$ cat config.mk
export PLATFORM = sky130hd
export DESIGN_NAME = ctrl_pool_store_flat
export DESIGN_NICKNAME = d
export VERILOG_FILES = /design/src/rtl/ctrl_pool_store_pkg.sv /design/src/rtl/ctrl_bus.sv /design/src/rtl/ctrl_pool_store_addr.sv /design/src/rtl/ctrl_pool_store.sv /design/src/flat_wrapper.sv
export SDC_FILE = /design/constraint.sdc
export NUM_CORES = 1
export LEC_CHECK = 0
export BUFFER_PORTS_ARGS = -buffer_cell sky130_fd_sc_hd__buf_4
export CAP_MARGIN = 25
export CORE_AREA = 2 2 79 81
export DETAILED_ROUTE_END_ITERATION = 12
export DIE_AREA = 0 0 81 83
export PLACE_DENSITY = 0.79
export SYNTH_ARGS = -nofsm -noshare
export SYNTH_HDL_FRONTEND = slang
export SYNTH_SLANG_ARGS = --single-unit
export TNS_END_PERCENT = 10
$ cat constraint.sdc
create_clock -name clk -period 2.56 [get_ports clk]
set_input_delay 0.512 -clock clk [delete_from_list [all_inputs] [get_ports clk]]
set_output_delay 0.512 -clock clk [all_outputs]
set_load 0.02 [all_outputs]
$ cat src/rtl/ctrl_pool_store_pkg.sv
// ctrl_pool_store_pkg: shared widths, FSM states and ctrl bus record for the pool store stage.
package ctrl_pool_store_pkg;
    localparam int DWIDTH = 16;
    localparam int AWIDTH = 12;
    localparam int LWIDTH = 10;

    typedef enum logic [1:0] {S_IDLE, S_WAIT_MAP, S_RECV, S_DONE} state_t;

    typedef struct packed {
        logic start;
        logic valid;
        logic stop;
    } ctrl_reg;
endpackage

$ cat src/rtl/ctrl_bus.sv
// ctrl_bus: start/valid/stop handshake between datapath stages.
interface ctrl_bus;
    logic start;
    logic valid;
    logic stop;
    modport in (input start, valid, stop);
    modport out (output start, valid, stop);
endinterface

$ cat src/rtl/ctrl_pool_store_addr.sv
// pool_store_addr: write pointer plus map/pixel counters for one output layer.
// Pixel counting and pix_total exist only with CTRL_POOL_STORE_CHECK_EN.
module pool_store_addr #(
    parameter int AWIDTH = ctrl_pool_store_pkg::AWIDTH,
    parameter int LWIDTH = ctrl_pool_store_pkg::LWIDTH
) (
    input  logic              clk,
    input  logic              xrst,
    input  logic              load,
    input  logic [AWIDTH-1:0] base,
    input  logic [LWIDTH-1:0] n_map,
`ifdef CTRL_POOL_STORE_CHECK_EN
    input  logic [LWIDTH-1:0] size,
    output logic              pix_match,
`endif
    input  logic              clr,
    input  logic              inc,
    input  logic              map_inc,
    output logic [AWIDTH-1:0] addr,
    output logic              map_last
);
    logic [LWIDTH-1:0] n_reg;
    logic [LWIDTH-1:0] map_cnt;

    always_ff @(posedge clk) begin
        if (!xrst) begin
            addr    <= '0;
            n_reg   <= '0;
            map_cnt <= '0;
        end else if (load) begin
            addr    <= base;
            n_reg   <= n_map;
            map_cnt <= '0;
        end else begin
            if (inc) addr <= addr + AWIDTH'(1);
            if (map_inc) map_cnt <= map_cnt + LWIDTH'(1);
        end
    end

    assign map_last = map_cnt == n_reg - LWIDTH'(1);

`ifdef CTRL_POOL_STORE_CHECK_EN
    logic [2*LWIDTH-1:0] pix_total;
    logic [2*LWIDTH-1:0] pix_cnt;
    logic [2*LWIDTH-1:0] pix_next;

    // count including the pixel presented this cycle, so stop+valid compares the final total
    assign pix_next  = (clr ? '0 : pix_cnt) + (2*LWIDTH)'(inc);
    assign pix_match = pix_next == pix_total;

    always_ff @(posedge clk) begin
        if (!xrst) begin
            pix_total <= '0;
            pix_cnt   <= '0;
        end else if (load) begin
            pix_total <= (2*LWIDTH)'(size) * (2*LWIDTH)'(size);
            pix_cnt   <= '0;
        end else begin
            pix_cnt <= pix_next;
        end
    end
`endif
endmodule

$ cat src/rtl/ctrl_pool_store.sv
// ctrl_pool_store: turns the pooled ctrl_bus stream into output memory writes and a layer ack.
// Optional protocol checking (sticky err) is enabled by CTRL_POOL_STORE_CHECK_EN.
module ctrl_pool_store #(
    parameter int DWIDTH = ctrl_pool_store_pkg::DWIDTH,
    parameter int AWIDTH = ctrl_pool_store_pkg::AWIDTH,
    parameter int LWIDTH = ctrl_pool_store_pkg::LWIDTH
) (
    input  logic              clk,
    input  logic              xrst,
    input  logic              req,
    input  logic [AWIDTH-1:0] out_base,
    input  logic [LWIDTH-1:0] out_size,
    input  logic [LWIDTH-1:0] n_map,
    ctrl_bus.in               in_ctrl,
    input  logic [DWIDTH-1:0] pool_data,
    output logic              mem_we,
    output logic [AWIDTH-1:0] mem_addr,
    output logic [DWIDTH-1:0] mem_wdata,
    output logic              busy,
    output logic              ack,
    output logic              err
);
    import ctrl_pool_store_pkg::*;

    state_t            state;
    state_t            state_n;
    ctrl_reg           c;
    logic              load;
    logic              acc;
    logic              wr;
    logic              fin;
    logic              clr;
    logic              map_last;
    logic [AWIDTH-1:0] addr;

    assign c    = '{start: in_ctrl.start, valid: in_ctrl.valid, stop: in_ctrl.stop};
    assign load = req && state == S_IDLE;
    // a start in S_WAIT_MAP opens the map in the same cycle, so its valid/stop count
    assign acc  = state == S_RECV || (state == S_WAIT_MAP && c.start);
    assign wr   = acc && c.valid;
    assign fin  = acc && c.stop;
    assign clr  = state == S_WAIT_MAP && c.start;
    assign busy = state != S_IDLE;

    always_comb begin
        state_n = state;
        if (load) state_n = n_map == '0 ? S_DONE : S_WAIT_MAP;
        else if (fin) state_n = map_last ? S_DONE : S_WAIT_MAP;
        else if (clr) state_n = S_RECV;
        else if (state == S_DONE) state_n = S_IDLE;
    end

    always_ff @(posedge clk) begin
        if (!xrst) begin
            state     <= S_IDLE;
            mem_we    <= 1'b0;
            mem_addr  <= '0;
            mem_wdata <= '0;
            ack       <= 1'b0;
        end else begin
            state  <= state_n;
            mem_we <= wr;
            ack    <= state == S_DONE;
            if (wr) begin
                mem_addr  <= addr;
                mem_wdata <= pool_data;
            end
        end
    end

`ifdef CTRL_POOL_STORE_CHECK_EN
    logic pix_match;
    logic proto;

    assign proto = (state == S_WAIT_MAP && c.valid && !c.start) || (state == S_RECV && c.start) || (fin && !pix_match);

    always_ff @(posedge clk) begin
        if (!xrst) err <= 1'b0;
        else if (load) err <= 1'b0;
        else if (proto) err <= 1'b1;
    end
`else
    logic unused_size;
    assign unused_size = ^out_size;
    assign err = 1'b0;
`endif

    pool_store_addr #(.AWIDTH(AWIDTH), .LWIDTH(LWIDTH)) u_addr (
        .clk      (clk),
        .xrst     (xrst),
        .load     (load),
        .base     (out_base),
        .n_map    (n_map),
`ifdef CTRL_POOL_STORE_CHECK_EN
        .size     (out_size),
        .pix_match(pix_match),
`endif
        .clr      (clr),
        .inc      (wr),
        .map_inc  (fin),
        .addr     (addr),
        .map_last (map_last)
    );
endmodule

$ cat src/flat_wrapper.sv
// flat-port wrapper written by rule: the top's interface ports become plain ports
module ctrl_pool_store_flat import ctrl_pool_store_pkg::*;
#(
    parameter int DWIDTH = ctrl_pool_store_pkg::DWIDTH,
    parameter int AWIDTH = ctrl_pool_store_pkg::AWIDTH,
    parameter int LWIDTH = ctrl_pool_store_pkg::LWIDTH
)
  (clk, xrst, req, out_base, out_size, n_map, pool_data, mem_we, mem_addr, mem_wdata, busy, ack, err, in_ctrl_start, in_ctrl_valid, in_ctrl_stop);
  ctrl_bus in_ctrl_i ();
  input  logic clk;
  input  logic xrst;
  input  logic req;
  input  logic [AWIDTH-1:0] out_base;
  input  logic [LWIDTH-1:0] out_size;
  input  logic [LWIDTH-1:0] n_map;
  input  logic [DWIDTH-1:0] pool_data;
  output logic mem_we;
  output logic [AWIDTH-1:0] mem_addr;
  output logic [DWIDTH-1:0] mem_wdata;
  output logic busy;
  output logic ack;
  output logic err;
  input wire logic [$bits(in_ctrl_i.start)-1:0] in_ctrl_start;
  input wire logic [$bits(in_ctrl_i.valid)-1:0] in_ctrl_valid;
  input wire logic [$bits(in_ctrl_i.stop)-1:0] in_ctrl_stop;
  assign in_ctrl_i.start = in_ctrl_start;
  assign in_ctrl_i.valid = in_ctrl_valid;
  assign in_ctrl_i.stop = in_ctrl_stop;
  ctrl_pool_store #(.DWIDTH(DWIDTH), .AWIDTH(AWIDTH), .LWIDTH(LWIDTH)) u_core (.clk(clk), .xrst(xrst), .req(req), .out_base(out_base), .out_size(out_size), .n_map(n_map), .in_ctrl(in_ctrl_i), .pool_data(pool_data), .mem_we(mem_we), .mem_addr(mem_addr), .mem_wdata(mem_wdata), .busy(busy), .ack(ack), .err(err));
endmodule
After elaboration in Yosys (flattened, before gate mapping)
Index checks and enable logic that the tools add are counted.
W data, S select, Z words.
{ "classes": {"n_reduce_logical": 11, "n_shift": 0, "n_lt_le_gt_ge": 0, "multipliers": 0, "addsub": 3, "bitwise_logic": 1, "n_mux": 8, "n_eq_ne": 4, "div": 0} }
{ "ops": {"columns": ["operator", "n"], "rows": [
  ["$mux W12", 2],
  ["$add A12 B1 Y12 const B", 1],
  ["$mux W2", 6],
  ["$add A10 B1 Y10 const B", 1],
  ["$eq A10 B10 Y1", 1],
  ["$logic_not A10 Y1", 1],
  ["$sub A10 B1 Y10 const B", 1],
  ["$eq A2 B2 Y1 const B", 2],
  ["$logic_and A1 B1 Y1", 4],
  ["$reduce_bool A2 Y1", 2],
  ["$reduce_bool A4 Y1", 1],
  ["$eq A2 B1 Y1 const B", 1],
  ["$logic_not A2 Y1", 1],
  ["$reduce_or A2 Y1", 1],
  ["$logic_or A1 B1 Y1", 1],
  ["$not A1 Y1", 1]
]} }
{ "word_totals": {"latch_bits": 0, "n_memories": 0, "mem_bits_ro": 0, "out_inout_bits": 32, "mem_bits_rw": 0, "inputBits": 54, "regBits": 64} }

Logic depth before layout (Yosys ltp)
Gate-level depths: netlist of the first run.
{ "depth": {"depth_word": 6, "depth_mapped": 7, "ltp_nobuf": 7} }

Modules after synthesis
Synthesis of the first run repeated with hierarchy kept, for this count alone.
{ "hier_totals": {"hier_cells": 347, "hier_area_um2": 3125.5} }
{ "by_module_without_submodules": {"columns": ["module", "cells_per_inst", "area_per_inst_um2", "instances"], "rows": [
  ["pool_store_addr", 199, 1765.4, 1],
  ["ctrl_pool_store", 148, 1360.1, 1]
]} }

Least setup slack after synthesis of the first run
No wires, ideal clock.
{ "synth_timing": {"path_type": "flip-flop to flip-flop", "from": "reg u_core.u_addr.n_reg[0]", "to": "reg u_core.state[1]", "arrival_time_ps": 1596, "stages_incl_launch_ff": 8, "n_path_buf": 0, "setup_time_ps": 116, "path_slack_ps": 848, "required_ps": 2444, "path_cell_list": "dfxtp_1 -> inv_1 -> ha_1 -> or3b_4 -> nor3_2 -> xnor2_1 -> nor3_2 -> a41o_1"} }
{ "synth_between": {"elab_chain_len": 5} }
{ "synth_lines": {"columns": ["element", "line", "text"], "rows": [
  ["start, declared", "ctrl_pool_store_addr.sv:22", "logic [LWIDTH-1:0] n_reg;"],
  ["start signal, assigned", "ctrl_pool_store_addr.sv:32", "n_reg <= n_map;"],
  ["$sub A10 B1 Y10", "ctrl_pool_store_addr.sv:40", "assign map_last = map_cnt == n_reg - LWIDTH'(1);"],
  ["$eq A10 B10 Y1", "ctrl_pool_store_addr.sv:40", null],
  ["$mux W2 (2 in a row)", "ctrl_pool_store.sv:48", "else if (fin) state_n = map_last ? S_DONE : S_WAIT_MAP;"],
  ["$mux W2", "ctrl_pool_store.sv:47", "if (load) state_n = n_map == '0 ? S_DONE : S_WAIT_MAP;"],
  ["end signal, assigned", "ctrl_pool_store.sv:61", "state <= state_n;"],
  ["end, declared", "ctrl_pool_store.sv:25", "state_t state;"]
]} }
Every way passes these cells.
A chain may end at the register's enable or synchronous reset.

Final worst setup path of the first run
Same ends and word-level chain as after synthesis.

==> impl_metrics.tcl, run 1 <==
set metrics [dict create \
    synth_cell_types 55 \
    rrSetupSlack_ns 0.71 \
    critPathLaunch "u_core.u_addr.n_reg[0]$_SDFFE_PN0P_" \
    syn_to_final_growth_pct 23.0 \
    synth_mux_area_frac 0.0102 \
    cts_buffers 9 \
    wirelength_um 6820 \
    vias 2697 \
    netlist_top_cells_area "dfxtp_1, nand2_1, a21boi_1" \
    routedWlPerCell_um 13.5 \
    synth-simple-area-share 0.225 \
    synth-xor-area-share 0.0824 \
    holdBufCountCts 0 \
    max_cap_viol_count 0 \
    place_congestion 0.772 \
    final_hold_viol_count 0 \
    post-route-period-util 0.722 \
    rr_endpoint "u_core.state[1]$_SDFFE_PN0P_" \
    hold_start "pool_data[13]" \
    clock-sinks 64 \
    max_freq_mhz 541 \
    numPortBuffers 74 \
    worstSetupPathType "reg -> reg" \
    synth_edf_count 0 \
    crit_path_end "u_core.state[1]$_SDFFE_PN0P_" \
    synth_area_per_cell_um2 8.51 \
    vias_per_cell 5.33 \
    synth_top_family_by_area "simple AND/OR/NAND/NOR gates" \
    finClkSkew_ns 0.00746 \
    hpwlAfterDp_um 4870 \
    synth_fa_ha_area_frac 0.0122 \
    start_kind "register" \
    hold_ws_ns 0.421 \
    synth_top_cell_by_area "dfxtp_1" \
    p_leak_nw 1.54 \
    arrival_ns 2.07 \
    insertion_delay_ns 0.33 \
    crit_path_max_fanout 6 \
    grt_max_degree 57 \
    initial_core_util 0.530 \
    syn-num-nets 419 \
    min_period_ns 1.85 \
    postSynth.asyncResetShare 0 \
    die_h_um 83 \
    die_x_um 81 \
    fp-row-count 28 \
    worstMarginPinSlew_ns 0.560 \
    drt_iter0_markers 139 \
    layout.nets 485 \
    postCtsSetupBuffers 0 \
    setup_viol 0 \
    grt_pass1_vias 2573 \
    power.total_mw 2.32 \
    max_slew_margin 0.626 \
    required_ns 2.78 \
    syn_area_um2 3080 \
    rsz0062_at_grt "false" \
    vdd.ir_drop.worst_uv 356 \
    hold_class "in -> reg" \
    cts-root-buf "clkbuf_8" \
    ios 86 \
    yosys_most_used_dff "dfxtp_1" \
    core_area_um2 5820 \
    die-area_um2 6720 \
    power_density_nw_per_um2 612 \
    synth-compound-area-share 0.202 \
    drtAntennaViolNets 0 \
    largest_reg_flops 16 \
    ys_warn_count 0 \
    layout-drive-gt1-share 0.246 \
    grt_use_total 0.217 \
    drv_slew 0 \
    antenna_found_initial 0 \
    top_regs "u_core.mem_wdata x16, u_core.mem_addr x12, u_core.u_addr.addr x12" \
    worstReg2RegStart "u_core.u_addr.n_reg[0]$_SDFFE_PN0P_" \
    ys_ff_latch 64 \
    dr.pass1.iters 4 \
    top_register "u_core.mem_wdata" \
    ctsHtreeMaxLevel 3 \
    insertedDiodeCount 0 \
    synth.top_cell.area_share 0.416 \
    drcViolationCount 0 \
    syn_inst 362 \
    path_clk_slew_ns 0.07 \
    cts_buffer_depth 2 \
    endpoint_kind "register" \
    cts_tree "done" \
    status "finished, final reports clean" \
    finalSetupTns_ns 0 \
    grt_pass1_wl_um 11800 \
    grt_overflow_total 0 \
    cts.repair.resized 0 \
    ys_seq_area_frac 0.416 \
    r2r_cells 7 \
]
cell usage after synthesis, types with 3 or more instances:
cell	n
a21boi_1	29
nor3_2	3
o21ai_0	14
buf_6	3
nand4_1	8
dfxtp_1	64
a21oi_1	11
and2_1	3
clkbuf_1	9
nor3_1	5
buf_2	7
xor2_1	13
a21boi_0	11
ha_1	3
xnor2_1	16
inv_1	4
nand3_1	4
buf_4	3
nor4_1	3
nor2_1	20
and3_1	6
nand2_1	85
cell families after synthesis:
group | count (synthesis)
compound gates | 86
xor+xnor | 29
fa+ha+maj | 3
buf+inv | 28
flops | 64
mux | 3
other cells | 1
simple gates | 148
layout make-up:
class                           count  area [um^2]
Sequential cell                    64         1280
Inverter                            4         15.0
Clock inverter                      4         22.5
Clock buffer                       10          138
Timing Repair Buffer               79          593
Fill cell                         536         2030
Tap cell                           75         93.8
Multi-Input combinational cell    270         1650
per-layer routing:
| metal | up-vias | wire length (um) | GRT usage |
|---|---|---|---|
| met5 | - | 0 | 0 |
| met1 | 1258 | 3240 | 0.297 |
| met2 | 60 | 3120 | 0.340 |
| met4 | 0 | 72 | 0.0663 |
| met3 | 9 | 387 | 0.0500 |
| li1 | 1370 | - | - |
cell usage in the layout (no fill, tap or decap), types with 2 or more instances in the layout:
| cell type | count |
|---|---|
| nand2_1 | 85 |
| a21oi_1 | 11 |
| mux2i_1 | 2 |
| a21boi_0 | 11 |
| clkinv_2 | 3 |
| ha_1 | 3 |
| inv_1 | 4 |
| and3_1 | 6 |
| buf_4 | 79 |
| nor4_1 | 3 |
| xnor2_1 | 16 |
| nand3_1 | 4 |
| dfxtp_1 | 64 |
| nor3_1 | 5 |
| xor2_1 | 13 |
| a21boi_1 | 29 |
| clkbuf_8 | 10 |
| nor2_1 | 20 |
| and2_1 | 3 |
| nand4_1 | 8 |
| nor3_2 | 3 |
| o2111a_1 | 2 |
| a211oi_1 | 2 |
| o21ai_0 | 14 |
| o211ai_1 | 2 |
| o21a_1 | 2 |
metrics by stage:
stage	setup WS [ns]	instance area, um^2	instances	utilization
after CTS	0.705	3790	506	0.652
final	0.711	3790	506	0.652
after global placement	0.664	3630	492	0.624
after global routing	0.608	3790	506	0.652
after detailed placement	0.627	3630	492	0.624
after floorplan	0.848	3080	362	-
power breakdown:
| group | switching (mW) | leakage, nW | internal [mW] | total, mW |
|---|---|---|---|---|
| clock network | 0.361 | 0.0838 | 0.361 | 0.722 |
| registers | 0.0691 | 0.521 | 1.06 | 1.13 |
| logic | 0.248 | 0.933 | 0.221 | 0.469 |
how the worst min path moves through the flow:
stage	depth (start not counted)	end	slack, ns
2_1_floorplan	2	u_core.mem_addr[11]$_SDFFE_PN0P_	0.44
3_3_place_gp	2	u_core.mem_wdata[13]$_SDFFE_PN0P_	0.44
3_5_place_dp	2	u_core.mem_wdata[13]$_SDFFE_PN0P_	0.45
4_1_cts	2	u_core.u_addr.addr[0]$_SDFFE_PN0P_	0.41
5_1_grt	3	u_core.mem_wdata[12]$_SDFFE_PN0P_	0.42
6_report	3	u_core.mem_wdata[13]$_SDFFE_PN0P_	0.42
critical path: stages, from the launching register on:
cell and delay (ns):
dfxtp_1 0.36, inv_1 0.08, ha_1 0.23, or3b_4 0.44, nor3_2 0.18, xnor2_1 0.16
nor3_2 0.07, a41o_1 0.23
(Power assumes the default switching activity.)
==> run 2: changes to the inputs <==
- CORE_AREA: 2 2 79 81 -> 2 2 84 86
- DIE_AREA: 0 0 81 83 -> 0 0 86 88
- PLACE_DENSITY: 0.79 -> 0.74
- clock period: 2.56 -> 1.5 ns (I/O delays scaled with it)
==> run 2 against run 1 <==
Compared with the run above:
- the flow now finishes with violations (setup timing)
- combinational power grew 110%
- critical path depth did not move
- clock skew fell by 0.0024 ns
- design area grew 8.4%
- clock power rose by 75%
- sequential share of layout area fell by 2.5 points
- fmax rose by 13%
- first-iteration DRC count is 8.6% lower
- flip-flop and latch count is the same
- worst setup slack got worse by 0.85 ns
- highest routed layer unchanged
==> impl_metrics.tcl, run 2 (synthesis gave the netlist of run 1 again) <==
set metrics [dict create \
    status "finished with violations" \
    violations "setup timing" \
    cts_buffer_depth 2 \
    crit_path_max_fanout 5 \
    layout_common_cells "buf_4, nand2_1, dfxtp_1" \
    hold_class "in -> reg" \
    whs_path_depth 2 \
    cts_tree "done" \
    mostFrequentLayoutCell "buf_4" \
    grt_pass1_vias 2508 \
    top_register "u_core.mem_wdata" \
    p_leak_nw 1.70 \
    endpoint_kind "register" \
    drv_slew 0 \
    initial_core_util 0.464 \
    worstSetupPathType "reg -> reg" \
    layout-drive-gt1-share 0.320 \
    insertedDiodeCount 0 \
    max_cap_viol_count 0 \
    ios 86 \
    vias 2775 \
    ctsHtreeMaxLevel 3 \
    die-area_um2 7570 \
    drtAntennaViolNets 0 \
    final_util 0.618 \
    required_ns 1.77 \
    grt_pass1_wl_um 11700 \
    path_cells "inv_2, ha_4, or3b_4, nor3_4, a32oi_1, o211ai_1, a41o_1" \
    fp-row-count 30 \
    rr_endpoint "u_core.state[1]$_SDFFE_PN0P_" \
    crit_path_max_incr_delay_ns 0.42 \
    die_h_um 88 \
    core_area_um2 6640 \
    largest_reg_flops 16 \
    drcViolationCount 0 \
    r2r_cells 7 \
    wirelength_um 7190 \
    grt_use_total 0.195 \
    worstReg2RegStart "u_core.u_addr.n_reg[0]$_SDFFE_PN0P_" \
    top_regs "u_core.mem_wdata x16, u_core.mem_addr x12, u_core.u_addr.addr x12" \
    insertion_delay_ns 0.33 \
    register_area_um2 1280 \
    power_density_nw_per_um2 1010 \
    grt_max_degree 33 \
    numPortBuffers 74 \
    setup_viol 1 \
    clock-sinks 64 \
    fin_area_um2 4110 \
    post-route-period-util 1.09 \
    min_period_ns 1.64 \
    max_freq_mhz 609 \
    start_kind "register" \
    whs_endpoint "u_core.u_addr.addr[0]$_SDFFE_PN0P_" \
    antenna_found_initial 0 \
    place_area_um2 3860 \
    cpLargestDelayFamily "simple AND/OR/NAND/NOR gates" \
    fillers 573 \
    rrSetupSlack_ns -0.14 \
    power.total_mw 4.15 \
    finalSetupTns_ns -0.142 \
    place_congestion 0.860 \
    vias_per_cell 5.15 \
    cts-root-buf "clkbuf_8" \
    setup_slack_ns -0.142 \
    cts_buffers 9 \
    arrival_ns 1.91 \
    pre_cts_ws_ns -0.175 \
    cpMaxStageDelayCell "or3b_4" \
    die_x_um 86 \
    final_hold_viol_count 0 \
    hpwlAfterDp_um 5200 \
    multi_input_area_um2 1720 \
    layout.nets 511 \
    grt_overflow_total 0 \
    holdBufCountCts 0 \
    dr.pass1.iters 4 \
    crit_buf_inv 1 \
    drt_iter0_markers 127 \
    finClkSkew_ns 0.00503 \
    rsz0062_at_grt "true" \
    hold_start "out_base[0]" \
    routedWlPerCell_um 13.3 \
    vdd.ir_drop.worst_uv 482 \
    path_clk_slew_ns 0.07 \
    syn_to_final_growth_pct 33.3 \
]
[run 2: worst max path at each step]
stage               cells after the start                                 from                      endpoint  slack [ns]
floorplan                               5  u_core.u_addr.n_reg[2]$_SDFFE_PN0P_  u_core.state[1]$_SDFFE_PN0P_       -0.04
global placement                        7  u_core.u_addr.n_reg[1]$_SDFFE_PN0P_  u_core.state[1]$_SDFFE_PN0P_       -0.11
detailed placement                      7  u_core.u_addr.n_reg[1]$_SDFFE_PN0P_  u_core.state[1]$_SDFFE_PN0P_       -0.18
CTS                                     7  u_core.u_addr.n_reg[0]$_SDFFE_PN0P_  u_core.state[1]$_SDFFE_PN0P_       -0.16
global route                            7  u_core.u_addr.n_reg[0]$_SDFFE_PN0P_  u_core.state[1]$_SDFFE_PN0P_       -0.30
finish                                  7  u_core.u_addr.n_reg[0]$_SDFFE_PN0P_  u_core.state[1]$_SDFFE_PN0P_       -0.14
[run 2: routing by layer]
metal	global-route usage	share of wire	up-vias
li1	-	-	1421
met1	0.264	0.48	1285
met2	0.301	0.46	61
met3	0.0518	0.047	8
met4	0.0693	0.012	0
met5	0	0	-
[run 2: final cells by class]
class,count,area share
multi-input cells,270,0.418
well taps,80,0.0244
repair buffers,105,0.201
clock buffers,12,0.0353
flip-flops and latches,64,0.313
inverters,4,0.00365
clock inverters,4,0.00487
[run 2: stage by stage]
stage / instances / hold WS, ns
final: 539 / 0.207
after global routing: 539 / 0.193
after CTS: 539 / 0.193
after detailed placement: 521 / 0.450
after global placement: 521 / 0.442
after floorplan: 362 / 0.435
[run 2: worst reg2reg max path: stages, from the launching register on]
cell	delay (ns)
dfxtp_2	0.34
inv_2	0.06
ha_4	0.15
or3b_4	0.42
nor3_4	0.12
a32oi_1	0.11
o211ai_1	0.21
a41o_1	0.18
[run 2: timing repair]
action,CTS,global route
setup buffers,2,0
pin swaps,4,4
setup endpoints to repair,3,34
hold endpoints to repair,0,0
resized for setup,5,12
[run 2: power breakdown]
group | internal (mW) | switching, mW
Clock | 0.634 | 0.624
Combinational | 0.498 | 0.493
Sequential | 1.81 | 0.0928
